==> src/rtl/fcl_seq_pkg.sv <==
// Shared types and width helpers for the binary fully-connected sequencer.
// Build option: FCL_SEQ_DOUBLE_BUF_EN (consumed by fcl_seq_resbuf) selects a
// two-entry result FIFO instead of a single result register.
package fcl_seq_pkg;

  // Sequencer states: accept a vector, issue reads, let the last product land,
  // capture the array outputs, then hand the group to the consumer.
  typedef enum logic [2:0] {
    S_IDLE,
    S_RUN,
    S_DRAIN,
    S_CAPTURE,
    S_OUT
  } seq_state_t;

  // Width of an index over n items, never narrower than one bit.
  function automatic int clog2Min1(input int n);
    return (n <= 2) ? 1 : $clog2(n);
  endfunction

  // Default configuration, matching the `BIN_PARALLEL / `ACC_WIDTH defines of the array.
  localparam int DEF_BIN_PARALLEL = 8;
  localparam int DEF_ACC_WIDTH    = 16;
  localparam int DEF_IN_LEN       = 64;
  localparam int DEF_OUT_GROUPS   = 4;

  localparam int K_W    = $clog2(DEF_IN_LEN);
  localparam int ADDR_W = $clog2(DEF_OUT_GROUPS * DEF_IN_LEN);
  localparam int GRP_W  = clog2Min1(DEF_OUT_GROUPS);

  // One returned result group in the default configuration; the top builds the
  // same layout at its own parameter widths and hands it to the result buffer.
  typedef struct packed {
    logic [DEF_BIN_PARALLEL-1:0] data;
    logic [GRP_W-1:0]            group;
    logic                        last;
  } res_t;

endpackage

==> src/rtl/fcl_bin_seq_if.sv <==
// Bus bundle between the sequencer and its environment: activation intake,
// weight memory, PE array drive/return and the result stream.
// The master side is the sequencer, the slave side is everything around it.
interface fcl_bin_seq_if #(
  parameter int BIN_PARALLEL = 8,
  parameter int ACC_WIDTH    = 16,
  parameter int IN_LEN       = 64,
  parameter int OUT_GROUPS   = 4
);
  import fcl_seq_pkg::*;

  localparam int SH_W   = $clog2(ACC_WIDTH);
  localparam int ADDR_W = $clog2(OUT_GROUPS * IN_LEN);
  localparam int GRP_W  = clog2Min1(OUT_GROUPS);

  logic                    act_valid;
  logic                    act_ready;
  logic [IN_LEN-1:0]       act_data;
  logic [SH_W-1:0]         shift_cfg;

  logic                    w_rd;
  logic [ADDR_W-1:0]       w_addr;
  logic [BIN_PARALLEL-1:0] w_data;

  logic                    pe_in;
  logic [BIN_PARALLEL-1:0] pe_w;
  logic                    pe_run;
  logic [SH_W-1:0]         pe_shift;
  logic [BIN_PARALLEL-1:0] pe_out;

  logic                    res_valid;
  logic                    res_ready;
  logic [BIN_PARALLEL-1:0] res_data;
  logic [GRP_W-1:0]        res_group;
  logic                    res_last;

  modport master (
    input  act_valid, act_data, shift_cfg, w_data, pe_out, res_ready,
    output act_ready, w_rd, w_addr, pe_in, pe_w, pe_run, pe_shift,
           res_valid, res_data, res_group, res_last
  );

  modport slave (
    output act_valid, act_data, shift_cfg, w_data, pe_out, res_ready,
    input  act_ready, w_rd, w_addr, pe_in, pe_w, pe_run, pe_shift,
           res_valid, res_data, res_group, res_last
  );

endinterface

==> src/rtl/fcl_seq_resbuf.sv <==
// Result buffer with a valid/ready output.
// Default: one result register. With FCL_SEQ_DOUBLE_BUF_EN defined: a
// two-entry FIFO so the sequencer can start the next group while the consumer
// still holds the previous one. o_roomAfterPush tells the sequencer whether,
// after pushing in this cycle, another group could still be stored.
module fcl_seq_resbuf #(
  parameter type res_t = fcl_seq_pkg::res_t
) (
  input  logic clk,
  input  logic rst,
  input  logic i_push,
  input  res_t i_data,
  output logic o_valid,
  input  logic i_ready,
  output res_t o_head,
  output logic o_roomAfterPush
);

`ifdef FCL_SEQ_DOUBLE_BUF_EN

  res_t       r_ent0;
  res_t       r_ent1;
  logic [1:0] r_count;
  logic       w_pop;

  assign w_pop           = (r_count != 2'd0) && i_ready;
  assign o_valid         = (r_count != 2'd0);
  assign o_head          = r_ent0;
  assign o_roomAfterPush = (r_count == 2'd0) || ((r_count == 2'd1) && w_pop);

  // Two-entry FIFO: entry 0 is always the head, entry 1 queues behind it.
  always_ff @(posedge clk) begin
    if (rst) begin
      r_ent0  <= '0;
      r_ent1  <= '0;
      r_count <= 2'd0;
    end else begin
      case ({i_push, w_pop})
        2'b10: begin
          if (r_count == 2'd0) r_ent0 <= i_data;
          else                 r_ent1 <= i_data;
          r_count <= r_count + 2'd1;
        end
        2'b01: begin
          r_ent0  <= r_ent1;
          r_count <= r_count - 2'd1;
        end
        2'b11: begin
          if (r_count == 2'd1) begin
            r_ent0 <= i_data;
          end else begin
            r_ent0 <= r_ent1;
            r_ent1 <= i_data;
          end
        end
        default: ;
      endcase
    end
  end

`else

  res_t r_ent0;
  logic r_full;
  logic w_pop;

  assign w_pop           = r_full && i_ready;
  assign o_valid         = r_full;
  assign o_head          = r_ent0;
  assign o_roomAfterPush = 1'b0;

  // Single result register; contents stay put after a pop until the next push.
  always_ff @(posedge clk) begin
    if (rst) begin
      r_ent0 <= '0;
      r_full <= 1'b0;
    end else if (i_push) begin
      r_ent0 <= i_data;
      r_full <= 1'b1;
    end else if (w_pop) begin
      r_full <= 1'b0;
    end
  end

`endif

endmodule

==> src/rtl/fcl_bin_seq.sv <==
// Initiator-side sequencer for the binary fully-connected PE array.
// Takes one activation vector, streams it one bit per cycle together with
// BIN_PARALLEL weight bits from a synchronous weight memory, captures the
// array's outputs per group and returns them over a valid/ready port.
// Build option: FCL_SEQ_DOUBLE_BUF_EN (see fcl_seq_resbuf) lets the next group
// start straight after capture while a result is still waiting.
module fcl_bin_seq
  import fcl_seq_pkg::*;
#(
  parameter int BIN_PARALLEL = 8,
  parameter int ACC_WIDTH    = 16,
  parameter int IN_LEN       = 64,
  parameter int OUT_GROUPS   = 4
) (
  input logic          clk,
  input logic          rst,
  fcl_bin_seq_if.master bus
);

  localparam int K_W    = $clog2(IN_LEN);
  localparam int ADDR_W = $clog2(OUT_GROUPS * IN_LEN);
  localparam int GRP_W  = clog2Min1(OUT_GROUPS);
  localparam int SH_W   = $clog2(ACC_WIDTH);

  typedef struct packed {
    logic [BIN_PARALLEL-1:0] data;
    logic [GRP_W-1:0]        group;
    logic                    last;
  } res_local_t;

  seq_state_t        r_state;
  logic [IN_LEN-1:0] r_act;
  logic [SH_W-1:0]   r_shift;
  logic [K_W-1:0]    r_k;
  logic [K_W-1:0]    r_kd;
  logic [GRP_W-1:0]  r_group;
  logic              r_pvalid;

  logic       w_lastGrp;
  logic       w_push;
  logic       w_pop;
  logic       w_resValid;
  logic       w_room;
  res_local_t w_captured;
  res_local_t w_head;

  assign w_lastGrp  = (r_group == GRP_W'(OUT_GROUPS - 1));
  assign w_push     = (r_state == S_CAPTURE);
  assign w_pop      = w_resValid && bus.res_ready;
  assign w_captured = '{data: bus.pe_out, group: r_group, last: w_lastGrp};

  fcl_seq_resbuf #(
    .res_t(res_local_t)
  ) u_resbuf (
    .clk            (clk),
    .rst            (rst),
    .i_push         (w_push),
    .i_data         (w_captured),
    .o_valid        (w_resValid),
    .i_ready        (bus.res_ready),
    .o_head         (w_head),
    .o_roomAfterPush(w_room)
  );

  // Main sequencer: walks k over the vector for each group, then waits for
  // the result to drain (or for buffer room) before starting the next group.
  always_ff @(posedge clk) begin
    if (rst) begin
      r_state <= S_IDLE;
      r_act   <= '0;
      r_shift <= '0;
      r_k     <= '0;
      r_group <= '0;
    end else begin
      case (r_state)
        S_IDLE: begin
          if (bus.act_valid) begin
            r_act   <= bus.act_data;
            r_shift <= bus.shift_cfg;
            r_k     <= '0;
            r_group <= '0;
            r_state <= S_RUN;
          end
        end
        S_RUN: begin
          if (r_k == K_W'(IN_LEN - 1)) r_state <= S_DRAIN;
          else                         r_k     <= r_k + K_W'(1);
        end
        S_DRAIN: begin
          r_state <= S_CAPTURE;
        end
        S_CAPTURE: begin
          if (w_lastGrp || !w_room) begin
            r_state <= S_OUT;
          end else begin
            r_group <= r_group + GRP_W'(1);
            r_k     <= '0;
            r_state <= S_RUN;
          end
        end
        S_OUT: begin
          if (w_pop) begin
            if (w_head.last) begin
              r_state <= S_IDLE;
            end else if (!w_lastGrp) begin
              r_group <= r_group + GRP_W'(1);
              r_k     <= '0;
              r_state <= S_RUN;
            end
          end
        end
        default: r_state <= S_IDLE;
      endcase
    end
  end

  // Products reach the array one cycle after their weight read is issued.
  always_ff @(posedge clk) begin
    if (rst) begin
      r_pvalid <= 1'b0;
      r_kd     <= '0;
    end else begin
      r_pvalid <= (r_state == S_RUN);
      r_kd     <= r_k;
    end
  end

  assign bus.act_ready = (r_state == S_IDLE);
  assign bus.w_rd      = (r_state == S_RUN);
  assign bus.w_addr    = ADDR_W'(r_group) * ADDR_W'(IN_LEN) + ADDR_W'(r_k);

  assign bus.pe_in    = r_pvalid && r_act[r_kd];
  assign bus.pe_w     = r_pvalid ? bus.w_data : '0;
  assign bus.pe_run   = r_pvalid && (r_kd != '0);
  assign bus.pe_shift = r_shift;

  assign bus.res_valid = w_resValid;
  assign bus.res_data  = w_head.data;
  assign bus.res_group = w_head.group;
  assign bus.res_last  = w_head.last;

endmodule

==> src/flat_wrapper.sv <==
// flat-port wrapper written by rule: the top's interface ports become plain ports
module fcl_bin_seq_flat import fcl_seq_pkg::*;
#(
  parameter int BIN_PARALLEL = 8,
  parameter int ACC_WIDTH    = 16,
  parameter int IN_LEN       = 64,
  parameter int OUT_GROUPS   = 4
)
  (clk, rst, bus_act_valid, bus_act_data, bus_shift_cfg, bus_w_data, bus_pe_out, bus_res_ready, bus_act_ready, bus_w_rd, bus_w_addr, bus_pe_in, bus_pe_w, bus_pe_run, bus_pe_shift, bus_res_valid, bus_res_data, bus_res_group, bus_res_last);
  fcl_bin_seq_if #(.BIN_PARALLEL(BIN_PARALLEL), .ACC_WIDTH(ACC_WIDTH), .IN_LEN(IN_LEN), .OUT_GROUPS(OUT_GROUPS)) bus_i ();
  input logic clk;
  input logic rst;
  input wire logic [$bits(bus_i.act_valid)-1:0] bus_act_valid;
  input wire logic [$bits(bus_i.act_data)-1:0] bus_act_data;
  input wire logic [$bits(bus_i.shift_cfg)-1:0] bus_shift_cfg;
  input wire logic [$bits(bus_i.w_data)-1:0] bus_w_data;
  input wire logic [$bits(bus_i.pe_out)-1:0] bus_pe_out;
  input wire logic [$bits(bus_i.res_ready)-1:0] bus_res_ready;
  output wire logic [$bits(bus_i.act_ready)-1:0] bus_act_ready;
  output wire logic [$bits(bus_i.w_rd)-1:0] bus_w_rd;
  output wire logic [$bits(bus_i.w_addr)-1:0] bus_w_addr;
  output wire logic [$bits(bus_i.pe_in)-1:0] bus_pe_in;
  output wire logic [$bits(bus_i.pe_w)-1:0] bus_pe_w;
  output wire logic [$bits(bus_i.pe_run)-1:0] bus_pe_run;
  output wire logic [$bits(bus_i.pe_shift)-1:0] bus_pe_shift;
  output wire logic [$bits(bus_i.res_valid)-1:0] bus_res_valid;
  output wire logic [$bits(bus_i.res_data)-1:0] bus_res_data;
  output wire logic [$bits(bus_i.res_group)-1:0] bus_res_group;
  output wire logic [$bits(bus_i.res_last)-1:0] bus_res_last;
  assign bus_i.act_valid = bus_act_valid;
  assign bus_i.act_data = bus_act_data;
  assign bus_i.shift_cfg = bus_shift_cfg;
  assign bus_i.w_data = bus_w_data;
  assign bus_i.pe_out = bus_pe_out;
  assign bus_i.res_ready = bus_res_ready;
  assign bus_act_ready = bus_i.act_ready;
  assign bus_w_rd = bus_i.w_rd;
  assign bus_w_addr = bus_i.w_addr;
  assign bus_pe_in = bus_i.pe_in;
  assign bus_pe_w = bus_i.pe_w;
  assign bus_pe_run = bus_i.pe_run;
  assign bus_pe_shift = bus_i.pe_shift;
  assign bus_res_valid = bus_i.res_valid;
  assign bus_res_data = bus_i.res_data;
  assign bus_res_group = bus_i.res_group;
  assign bus_res_last = bus_i.res_last;
  fcl_bin_seq #(.BIN_PARALLEL(BIN_PARALLEL), .ACC_WIDTH(ACC_WIDTH), .IN_LEN(IN_LEN), .OUT_GROUPS(OUT_GROUPS)) u_core (.clk(clk), .rst(rst), .bus(bus_i));
endmodule
==> config.mk <==
export PLATFORM = sky130hd
export DESIGN_NAME = fcl_bin_seq_flat
export DESIGN_NICKNAME = d
export VERILOG_FILES = /design/src/rtl/fcl_seq_pkg.sv /design/src/rtl/fcl_bin_seq_if.sv /design/src/rtl/fcl_seq_resbuf.sv /design/src/rtl/fcl_bin_seq.sv /design/src/flat_wrapper.sv
export SDC_FILE = /design/constraint.sdc
export NUM_CORES = 1
export LEC_CHECK = 0
export ABC_AREA = 1
export ABC_CLOCK_PERIOD_IN_PS = 2300
export CORE_ASPECT_RATIO = 0.7
export CORE_MARGIN = 2
export CORE_UTILIZATION = 48
export DETAILED_ROUTE_END_ITERATION = 16
export PLACE_DENSITY = 0.87
export SLEW_MARGIN = 30
export SYNTH_ARGS = -nofsm -noshare
export SYNTH_HDL_FRONTEND = slang
export SYNTH_SLANG_ARGS = --single-unit
==> constraint.sdc <==
create_clock -name clk -period 2.3 [get_ports clk]
set_clock_uncertainty 0.2 [all_clocks]
set_input_delay 0.46 -clock clk [delete_from_list [all_inputs] [get_ports clk]]
set_output_delay 0.46 -clock clk [all_outputs]
set_load 0.03 [all_outputs]
==> run_results.csv <==
group,metric,value,unit
route,avgViaCountPerCell,5.34,
route,first_pass_iters,5,
timing,relSlewSlack,71.4,%
placed_design,dpl.hpwl,8770,um
synth,syn_inst,614,
synth,yosysTopAreaCell,"dfxtp_1",
timing,min_period,2.48,ns
synth,synth_area,0.00437,sq mm
timing,final.setup.tns,-0.180,ns
timing,finalHoldWorstSlack,0.254,ns
critical_path,end_kind,"primary output",
min_path,worstHoldPathCells,2,
route,drc,0,
grt,grt_pass1_vias,4325,
layout,fin_nets,813,
timing,fin_ws,-0.180,ns
clock_network,htree_levels,3,
placed_design,postPlaceCellArea,0.00569,sq mm
grt,grt_start_max_net_pins,66,
grt,antenna_found_initial,0,
synth,seq_area_frac_synth,44.9,%
placed_design,numPortBuffers,123,
layout,num_antenna_cells,0,
critical_path,start_kind,"flip-flop",
clock_network,ctsHoldBuffers,0,
critical_path,r2r_slack,0.54,ns
timing,fin_crit_sh,108,%
route,drt_iter0_drc,355,
clock_network,cts_buffer_depth,2,
timing,setup_violations,1,
floorplan,die_w,118,um
floorplan,num_rows,29,
placed_design,gp_congestion,0.951,
layout,syn_to_final_growth,39.3,%
critical_path,critPathMaxFanout,14,
synth,synth-edff-count,0,
clock_network,cts_tree,"yes",
run_status,status,"complete, but fails checks",
layout,fillers,725,
min_path,hp-class,"flip-flop to flip-flop",
critical_path,worst_r2r_path_depth,7,
floorplan,start_util,48.8,%
synth,synth_flop_cell,"dfxtp_1",
power,irDropWorstVdd,0.473,mV
synth,ys_types,33,
floorplan,io_pins,124,
run_status,violations,"negative setup slack",
route,vias,4552,
layout,layout-drive-gt1-share,10.6,%
layout,ff_latch_area,0.00197,sq mm
critical_path,crit_type,"flip-flop to primary output",
clock_network,cts_buffers,9,
clock_network,clock_latency,0.34,ns
layout,multi_input_area,0.00197,sq mm
synth,synth.avg_cell_area,7.12,sq um
timing,rsz0062_at_grt,"yes",
timing,max_freq,0.403,GHz
critical_path,arrival,1.82,ns
synth,ys_top_cells_by_area,"dfxtp_1 (45%), nand2_1 (9.6%), a21oi_1 (9.3%), nand3_1 (7.6%), o21ai_0 (6.6%)",
grt,grtUsageTotal,26.0,%
floorplan,chipHeight,83.8,um
synth,ys_warn_count,0,
clock_network,clk_root_buffer_cell,"clkbuf_16",
route,avgRoutedWirePerCell,14.9,um
clock_network,clk_pin_slew,0.06,ns
layout,design_area,0.00609,sq mm
grt,overflow,0,
synth,async_flop_share,0,%
clock_network,clock-sinks,98,
floorplan,die_area,0.00990,sq mm
power,p_leak,0.00247,uW
power,power_density,713,mW/mm^2
synth,synth-seq-cells,98,
timing,hold_violations,0,
grt,grt_pass1_wl,20700,um
synth,syn-num-nets,704,
synth,synth_top_area_share,44.9,%
run,drv_cap,0,
critical_path,critPathRequiredTime,1.64,ns
timing,tightestPinTransition,0.428,ns
timing,drv_slew,0,
route,drt_wl_total,12700,um
route,antenna_left,0,
floorplan,core_area,0.00896,sq mm
-- final timing paths --
check,startpoint,endpoint
hold / removal,u_core.r_act[3]$_SDFFE_PP0P_,u_core.r_act[3]$_SDFFE_PP0P_
setup / recovery,u_core.r_kd[0]$_SDFF_PP0_,bus_pe_in
hold reg to reg,u_core.r_act[3]$_SDFFE_PP0P_,u_core.r_act[3]$_SDFFE_PP0P_
setup reg to reg,u_core.r_k[0]$_SDFFE_PP0P_,u_core.r_k[2]$_SDFFE_PP0P_
-- cells in the final DEF, fill, tap and decap left out, types with 2 or more instances in the layout --
master / count
inv_2: 3
ha_1: 2
a21oi_1: 77
nand3_2: 3
clkbuf_1: 3
nand2_1: 110
o21ai_1: 5
clkinv_2: 3
clkdlybuf4s50_1: 111
a21oi_2: 8
o21ai_2: 2
o21ai_0: 56
nand2_4: 2
nor2_2: 4
nor2_1: 35
nand2_2: 6
clkinvlp_4: 2
or2_4: 2
clkbuf_16: 10
xor2_1: 3
buf_4: 16
nand3_1: 64
inv_1: 72
nor2_4: 2
dfxtp_1: 96
o211ai_1: 8
buf_12: 6
nand4_1: 4
dfxtp_4: 2
-- sequential cells by signal (all words and copies together), names as in the netlist --
register and flops:
u_core.u_resbuf.o_valid 1, u_core.r_k 6, u_core.r_pvalid 1, u_core.r_state 3, u_core.r_group 2, u_core.u_resbuf.o_head 11
u_core.r_act 64, u_core.bus.pe_shift 4, u_core.r_kd 6
-- cells in the mapped netlist (all sizes together) (2+ instances only) --
library cell / number
nand2: 118
dfxtp: 98
a21oi: 85
inv: 78
nand3: 67
o21ai: 63
nor2: 41
clkbuf: 21
buf: 19
o211ai: 8
nand4: 4
xor2: 3
ha: 2
nor3: 2
or2: 2
-- what timing repair did --
| item | CTS | global route |
|---|---|---|
| buffers inserted | 1 | 0 |
| pin swaps | 3 | 8 |
| endpoints found under the setup margin | 2 | 1 |
| cloned | 1 | 1 |
| resized for setup | 24 | 9 |
-- per-layer routing --
layer | GRT usage (%) | vias up | wire length (um)
met2 | 41.9 | 191 | 6070
met5 | 0 | - | 0
met4 | 9.86 | 0 | 281
li1 | - | 2211 | -
met3 | 7.58 | 23 | 888
met1 | 33.1 | 2127 | 5460
-- area by class of cell --
| class | instances | area share [%] |
|---|---|---|
| Tap cell | 124 | 2.55 |
| Timing Repair inverter | 1 | 0.123 |
| Clock inverter | 3 | 0.247 |
| Clock buffer | 13 | 4.11 |
| Multi-Input combinational cell | 397 | 32.4 |
| Sequential cell | 98 | 32.4 |
| Timing Repair Buffer | 137 | 23.2 |
| Inverter | 79 | 5.06 |
-- cell families (layout without fill, tap and decap cells) --
logic type	Yosys count	after routing	share of synthesized area [%]
buffers and inverters	119	233	11.1
adders and majority gates	2	2	0.572
AOI/OAI and AO/OA	158	158	19.2
xor gates and xnor gates	3	3	0.601
and+or+nand+nor	234	234	23.7
DFF	98	98	44.9
-- critical path, cell delays in order, from the launching register on --
cell,delay [ns]
dfxtp_4,0.42
clkbuf_16,0.19
o211ai_1,0.15
a21oi_2,0.21
nor2_1,0.05
nand2_1,0.07
nand3_2,0.10
nor2_4,0.15
buf_6,0.14
-- stage by stage --
| step | utilization [%] | std cells | power, uW | setup slack, ns |
|---|---|---|---|---|
| final | 67.9 | 852 | 4340 | -0.180 |
| after global routing | 67.9 | 852 | 4550 | -0.237 |
| after CTS | 67.3 | 851 | 4330 | -0.101 |
| after detailed placement | 63.4 | 833 | 2950 | 0.146 |
| after global placement | 63.4 | 833 | 2920 | 0.209 |
| after floorplan | - | 614 | 2580 | 0.119 |
-- report_power, final --
part | leakage, uW | switching, uW | internal [uW]
clock network | 0.000133 | 610 | 758
logic | 0.00153 | 592 | 439
registers | 0.000805 | 83.8 | 1860
total | 0.00247 | 1290 | 3050
Note: power is estimated with default switching activity, not from simulation.
